File: src/rtl/hazard_stall_controller.sv
// hazard_stall_controller: load-use stalls, branch flushes and memory-wait freezes for the pipeline, plus a memory watchdog and perf counters
module hazard_stall_controller #(
    parameter int CNT_W       = 32,
    parameter int MEM_TIMEOUT = 16
) (
    input  logic             clk,
    input  logic             reset,
    input  logic [4:0]       rs1_if_id,
    input  logic [4:0]       rs2_if_id,
    input  logic             uses_rs2_if_id,
    input  logic [4:0]       rd_id_ex,
    input  logic             mem_read_id_ex,
    input  logic             branch_taken_ex,
    input  logic             dmem_req_ex_mem,
    input  logic             dmem_ready,
    output logic             pc_write,
    output logic             if_id_write,
    output logic             if_id_flush,
    output logic             id_ex_bubble,
    output logic             ex_mem_hold,
    output logic             mem_timeout,
    output logic [CNT_W-1:0] stall_cycles,
    output logic [CNT_W-1:0] flush_count,
    output logic [1:0]       state
);
    localparam int WW = $clog2(MEM_TIMEOUT) + 1;
    typedef enum logic [1:0] {RUN = 2'd0, LOAD_STALL = 2'd1, MEM_WAIT = 2'd2} state_t;
    state_t st, st_nxt;
    logic [WW-1:0] wait_cnt;
    logic freeze, load_use, flush;
    assign freeze = dmem_req_ex_mem & ~dmem_ready;
    assign load_use = mem_read_id_ex & (rd_id_ex != 5'd0) &
                      ((rd_id_ex == rs1_if_id) | (uses_rs2_if_id & (rd_id_ex == rs2_if_id)));
    assign state = st;
    always_comb begin
        pc_write     = 1'b1;
        if_id_write  = 1'b1;
        if_id_flush  = 1'b0;
        id_ex_bubble = 1'b0;
        ex_mem_hold  = 1'b0;
        flush        = 1'b0;
        st_nxt       = RUN;
        if (!reset && st != 2'd3) begin
            if (freeze) begin
                pc_write    = 1'b0;
                if_id_write = 1'b0;
                ex_mem_hold = 1'b1;
                st_nxt      = MEM_WAIT;
            end else if (branch_taken_ex) begin
                if_id_flush  = 1'b1;
                id_ex_bubble = 1'b1;
                flush        = 1'b1;
            end else if (load_use && st != LOAD_STALL) begin
                pc_write     = 1'b0;
                if_id_write  = 1'b0;
                id_ex_bubble = 1'b1;
                st_nxt       = LOAD_STALL;
            end
        end
    end
    always_ff @(posedge clk) begin
        if (reset) begin
            st           <= RUN;
            wait_cnt     <= '0;
            mem_timeout  <= 1'b0;
            stall_cycles <= '0;
            flush_count  <= '0;
        end else begin
            st           <= st_nxt;
            wait_cnt     <= !freeze ? '0 : (&wait_cnt ? wait_cnt : wait_cnt + 1'b1);
            mem_timeout  <= mem_timeout | (freeze && wait_cnt == WW'(MEM_TIMEOUT - 1));
            stall_cycles <= (!pc_write && !(&stall_cycles)) ? stall_cycles + 1'b1 : stall_cycles;
            flush_count  <= (flush && !(&flush_count)) ? flush_count + 1'b1 : flush_count;
        end
    end
endmodule

File: config.mk
export PLATFORM = sky130hd
export DESIGN_NAME = hazard_stall_controller
export DESIGN_NICKNAME = d
export VERILOG_FILES = /design/src/rtl/hazard_stall_controller.sv
export SDC_FILE = /design/constraint.sdc
export NUM_CORES = 1
export LEC_CHECK = 0
export CORE_ASPECT_RATIO = 0.6
export CORE_MARGIN = 4
export CORE_UTILIZATION = 30
export CTS_BUF_LIST = sky130_fd_sc_hd__clkbuf_8
export DETAILED_ROUTE_END_ITERATION = 10
export GPL_ROUTABILITY_DRIVEN = 0
export GPL_TIMING_DRIVEN = 0
export PLACE_DENSITY_LB_ADDON = 0.12
export RECOVER_POWER = 100
export SLEW_MARGIN = 20
export SYNTH_ARGS = -nofsm -noshare
export SYNTH_HDL_FRONTEND = slang
export SYNTH_SLANG_ARGS = --single-unit
File: constraint.sdc
create_clock -name clk -period 2.7 [get_ports clk]
set_input_delay 0.27 -clock clk [delete_from_list [all_inputs] [get_ports clk]]
set_output_delay 0.27 -clock clk [all_outputs]
set_load 0.01 [all_outputs]
# ---- Word level (Yosys, flattened, before mapping)
# Index checks and enable logic that the tools add are counted.
dict set report classes {
  reduce_logical 16
  muxes 16
  n_eq_ne 5
  bitwise_logic 9
  n_addsub 3
}
# cell n
set op_table {}
lappend op_table {{adder 32 x 1 -> 32 bit (second input constant)} 2}
lappend op_table {{AND reduction 32 bit} 2}
lappend op_table {{two-way mux 1 bit} 15}
lappend op_table {{== test 5 bit} 2}
lappend op_table {{adder 5 x 1 -> 5 bit (second input constant)} 1}
lappend op_table {{== test 5 x 4 -> 1 bit (second input constant)} 1}
lappend op_table {{logical AND 1 bit} 5}
lappend op_table {{AND reduction 5 bit} 1}
lappend op_table {{nonzero test 5 bit} 1}
lappend op_table {{AND 1 bit} 4}
lappend op_table {{logical NOT 1 bit} 4}
lappend op_table {{OR reduction 2 bit} 2}
lappend op_table {{OR reduction 4 bit} 1}
lappend op_table {{NOT 1 bit} 3}
lappend op_table {{two-way mux 2 bit} 1}
lappend op_table {{inequality test 2 x 1 -> 1 bit (second input constant)} 1}
lappend op_table {{inequality test 2 bit (second input constant)} 1}
lappend op_table {{OR 1 bit} 2}
dict set report word_totals {
  reg_bits 72
  word_cells 55
  inputBits 22
  out_inout_bits 72
}

# ---- Longest topological paths before layout
dict set report logic_depth {
  word_depth 11
  depth_mapped 10
  depth_no_buf 7
}

# ---- Worst setup path after synthesis
# No wires, ideal clock.
dict set report synth_path {
  path_type {register to register}
  from {register stall_cycles[0]}
  to {register stall_cycles[1]}
  stages_incl_launch_ff 11
  setup_time_ns 0.128
  n_path_buf 3
  arrival_ns 2.143
  t_required_ns 2.572
  slack_ns 0.430
  synth_period_minus_slack_ns 2.270
  path_cell_list {dfxtp_1 -> ha_1 -> clkbuf_1 -> inv_1 -> nor3_1 -> nand4_1 -> o211ai_4 -> buf_2 -> buf_2 -> mux2i_1 -> nor2_1}
}
dict set report synth_between {
  elab_chain_len 3
  elab_cells_between_ends 4
  cone_classes {add/sub (1); reduce/logical (3)}
}
# item line
set synth_rtl {}
lappend synth_rtl {{from (decl)} 22} ;# output logic [CNT_W-1:0] stall_cycles,
lappend synth_rtl {{from (signal assigned)} 72} ;# stall_cycles <= (!pc_write && !(&stall_cycles)) ? stall_cycles + 1'b1 : stall_cycles;
lappend synth_rtl {{branches (longest 3 deep; another with adder 32 x 1 -> 32 bit)} --}
# Several ways; the timed one is not identified.
# A chain may end at the register's enable or synchronous reset.

# ---- Final worst setup path
dict set report layout_path {
  from {input port dmem_req_ex_mem}
  to {output port if_id_write}
}
dict set report layout_between {
  elab_chain_len 3
}
# item line
set layout_rtl {}
lappend layout_rtl {{from (decl)} 14} ;# input logic dmem_req_ex_mem,
lappend layout_rtl {{AND 1 bit} 31} ;# assign freeze = dmem_req_ex_mem & ~dmem_ready;
lappend layout_rtl {{two-way mux 1 bit} 44} ;# if (freeze) begin
lappend layout_rtl {{two-way mux 1 bit} 43} ;# if (!reset && st != 2'd3) begin
lappend layout_rtl {{to (decl)} 17} ;# output logic if_id_write,
# Every way passes these cells.

==> results.md <==
- Antenna Cells: 0
- Worst Setup End Kind: output port
- HPWL Detailed: between 8000 and 9000 um
- Seq/Total Area, Yosys: around two fifths
- RSZ-0062 raised after global routing: yes
- Iter 0 DRT Violations: around 230
- Syn_nets: 465
- Layout area overhead: 39.8%
- TritonCTS clock tree: done
- Layout cell share with drive strength beyond 1: 6.19%
- Global-route wire length before repair: 17800 um
- Initial Util: 30.6%
- Hold Fails Final Rpt: 0
- Hold buffer count at cts: 0
- Die H: 93.8 um
- Placed instance area: approximately 4800 um2
- Total Power: roughly 2.3 mW
- Crit path kind: primary input to output port
- Die area: 14200 um2
- Leading area contributor after synthesis: dfxtp_1
- Largest stage delay, worst path: 0.50 ns
- Post-synth EDFFs: 0
- DR vias/cell: 5.09
- Flops & latches, synth: 72
- Total grt overflow: 0
- Fin nets: 571
- TritonCTS Buffers: 9
- Pwr dens: 446 nW/um2
- Aggregate routed wire length: ~11000 um
- Rows: 31
- GRT Resource Usage Total: 15.7%
- Slew HR: 37.9%
- Netlist cell types: 49
- Remaining DRCs: 0
- Top-count cell post-synth: dfxtp_1
- Min cycle time layout: 2.69 ns
- Synth Cell Area: ~3700 um2
- Leak: 1.91 nW
- Status: complete, no violations
- Worst Hold Class: flip-flop to flip-flop
- Vias post-DR: ~3600
- CTS Sinks: 72
- Worst path required time: between 2 and 2.5 ns
- CTS H-tree depth: 3
- Yosys warnings: 0
- Actual slew at the worst max-slew pin: a little over 0.9 ns
- Crit-path max FO: 9
- Syn Area/Cell: 8.40 um2
- CTS max path bufs: 2
- Skew-Pair Late Insertion Delay: 0.35 ns
- Largest net degree at the start of global routing: 13
- Worst-path clk slew: approximately 0.070 ns
- Final instance area: around 5100 um2
- 1st-pass router iterations: 5
- Area of the multi-input gates: 2180 um2
- Synthesized instance count: 438
- WP data arrival: 2.42 ns
- Post-synthesis async set-or-reset flop share: 0%
- Final Setup Violations: 0
- Mean routed wirelength per cell: roughly 15 um
- CP cell instances: clkdlybuf4s50_1 > or3b_1 > clkbuf_1 > o21a_1 > a21oi_4 > o21ai_4 > clkdlybuf4s50_1
- Initial antenna violation count: 0
- Die Wd: 151 um
- Share of the synthesized area in the top cell type: a little under 40%
- I/O Buffers: 93
- Routed Antenna Nets: 0
- Max VDD drop: approximately 220 uV
- Fillers: 1211
- Layout Skew: between 0.006 and 0.007 ns
- Register Area: ~1400 um2
- # Max-Cap Violations: 0
- Fin. max-slew vios: 0
- Top cell by count, worst path: clkdlybuf4s50_1
- Vias in the first global route: approximately 3400
- Worst setup SP type: primary input
- Clock Root Buffer: clkbuf_8
- Max frequency: 372 MHz
- Max stage delay cell, worst path: clkdlybuf4s50_1
- Synth Flop Type: dfxtp_1
- Top cells by area, synth: dfxtp_1 39%, xor2_1 5.2%, nor2_1 5.2%, xnor2_1 5.0%, nand3_1 4.8%
- Io pins: 94
- Period utilization: 99.6%
- Layout Utilization: a little over two fifths
- Core Area: between 10000 and 15000 um2
- Synth cell count leaders: 72 x dfxtp_1, 51 x nor2_1, 35 x nand3_1, 31 x a21oi_1, 22 x xor2_1
==> critical path: cells and delay by family <==
family                 cells  cell delay [ns]
buffers and inverters      3             1.23
AO/OA/AOI/OAI              3             0.57
AND/OR/NAND/NOR            1             0.35
==> final timing paths <==
kind	startpoint	end	slack (ns)	cells after the start
worst max register to register	state[0]$_SDFF_PP0_	flush_count[9]$_SDFFE_PP0P_	0.16	6
worst min-delay path	stall_cycles[16]$_SDFFE_PP0P_	stall_cycles[16]$_SDFFE_PP0P_	0.51	2
worst max-delay path	dmem_req_ex_mem	if_id_write	0.01	7
worst min register to register	stall_cycles[16]$_SDFFE_PP0P_	stall_cycles[16]$_SDFFE_PP0P_	0.51	2
==> cells by family (layout without fill, tap and decap cells) <==
family / after synthesis / count (layout) / synth area share, %
adders and majority gates: 5 / 5 / 1.70
muxes: 7 / 7 / 1.97
buffers and inverters: 26 / 137 / 3.23
xor gates and xnor gates: 43 / 43 / 10.2
AOI/OAI and AO/OA: 73 / 73 / 12.2
DFF: 72 / 72 / 39.2
and+or+nand+nor: 212 / 212 / 31.5
==> where the power goes <==
group / switching (mW) / internal [mW]
Clock: 0.424 / 0.663
Combinational: 0.0711 / 0.0665
Sequential: 0.00582 / 1.06
==> cell type report <==
cell class | instances | area share, %
buffer | 16 | 1.48
inverter | 9 | 0.657
tap | 165 | 4.01
clock buffer | 11 | 2.94
multi-input combinational | 340 | 42.3
clock inverter | 5 | 1.99
timing repair buffer | 96 | 18.6
sequential | 72 | 28.0
==> sequential cells by signal (all words and copies together), names as in the netlist <==
register / cells
wait_cnt: 5
state: 2
stall_cycles: 32
mem_timeout: 1
flush_count: 32
==> timing repair <==
item / in CTS / in global routing
buffers inserted: 0 / 3
endpoints found under the setup margin: 28 / 24
pin swaps: 0 / 1
resized for setup: 7 / 7
==> through the flow <==
stage	hold slack, ns	worst slack [ns]	setup TNS (ns)	cells
after global routing	0.540	-0.114	-0.903	714
after global placement	0.491	-0.329	-6.72	696
final	0.513	0.0109	0	714
after detailed placement	0.500	-0.357	-8.39	696
after floorplan	0.450	0.430	0	438
after CTS	0.515	0.0105	0	711
==> placed cells by master, fill, tap and decap left out, types with 3 or more instances in the layout <==
cell type,count
inv_1,9
nor3_1,7
or4_1,8
clkbuf_1,12
nor2b_1,4
or3_1,18
ha_1,4
buf_4,4
o21ai_1,8
o21ai_0,13
nand4b_1,4
o31ai_1,7
mux2i_1,5
and2_1,3
nand4_1,21
and3_1,16
and4_1,8
nor4_1,5
nor2_1,51
bufinv_16,3
clkdlybuf4s50_1,27
dfxtp_1,72
nand2b_1,4
nand2_1,17
xnor2_1,21
a21oi_1,31
dlygate4sd3_1,64
clkbuf_8,11
nand3_1,35
xor2_1,22
==> routing by layer <==
layer,part of all wire (%),vias to the layer above,global-route usage (%),wire (um)
li1,-,1814,-,-
met1,56,1696,24.7,6050
met2,36,115,20.0,3900
met3,7.2,10,5.01,777
met4,0.83,0,3.62,90
met5,0,-,0,0
Power figures use the tool's default switching activity.
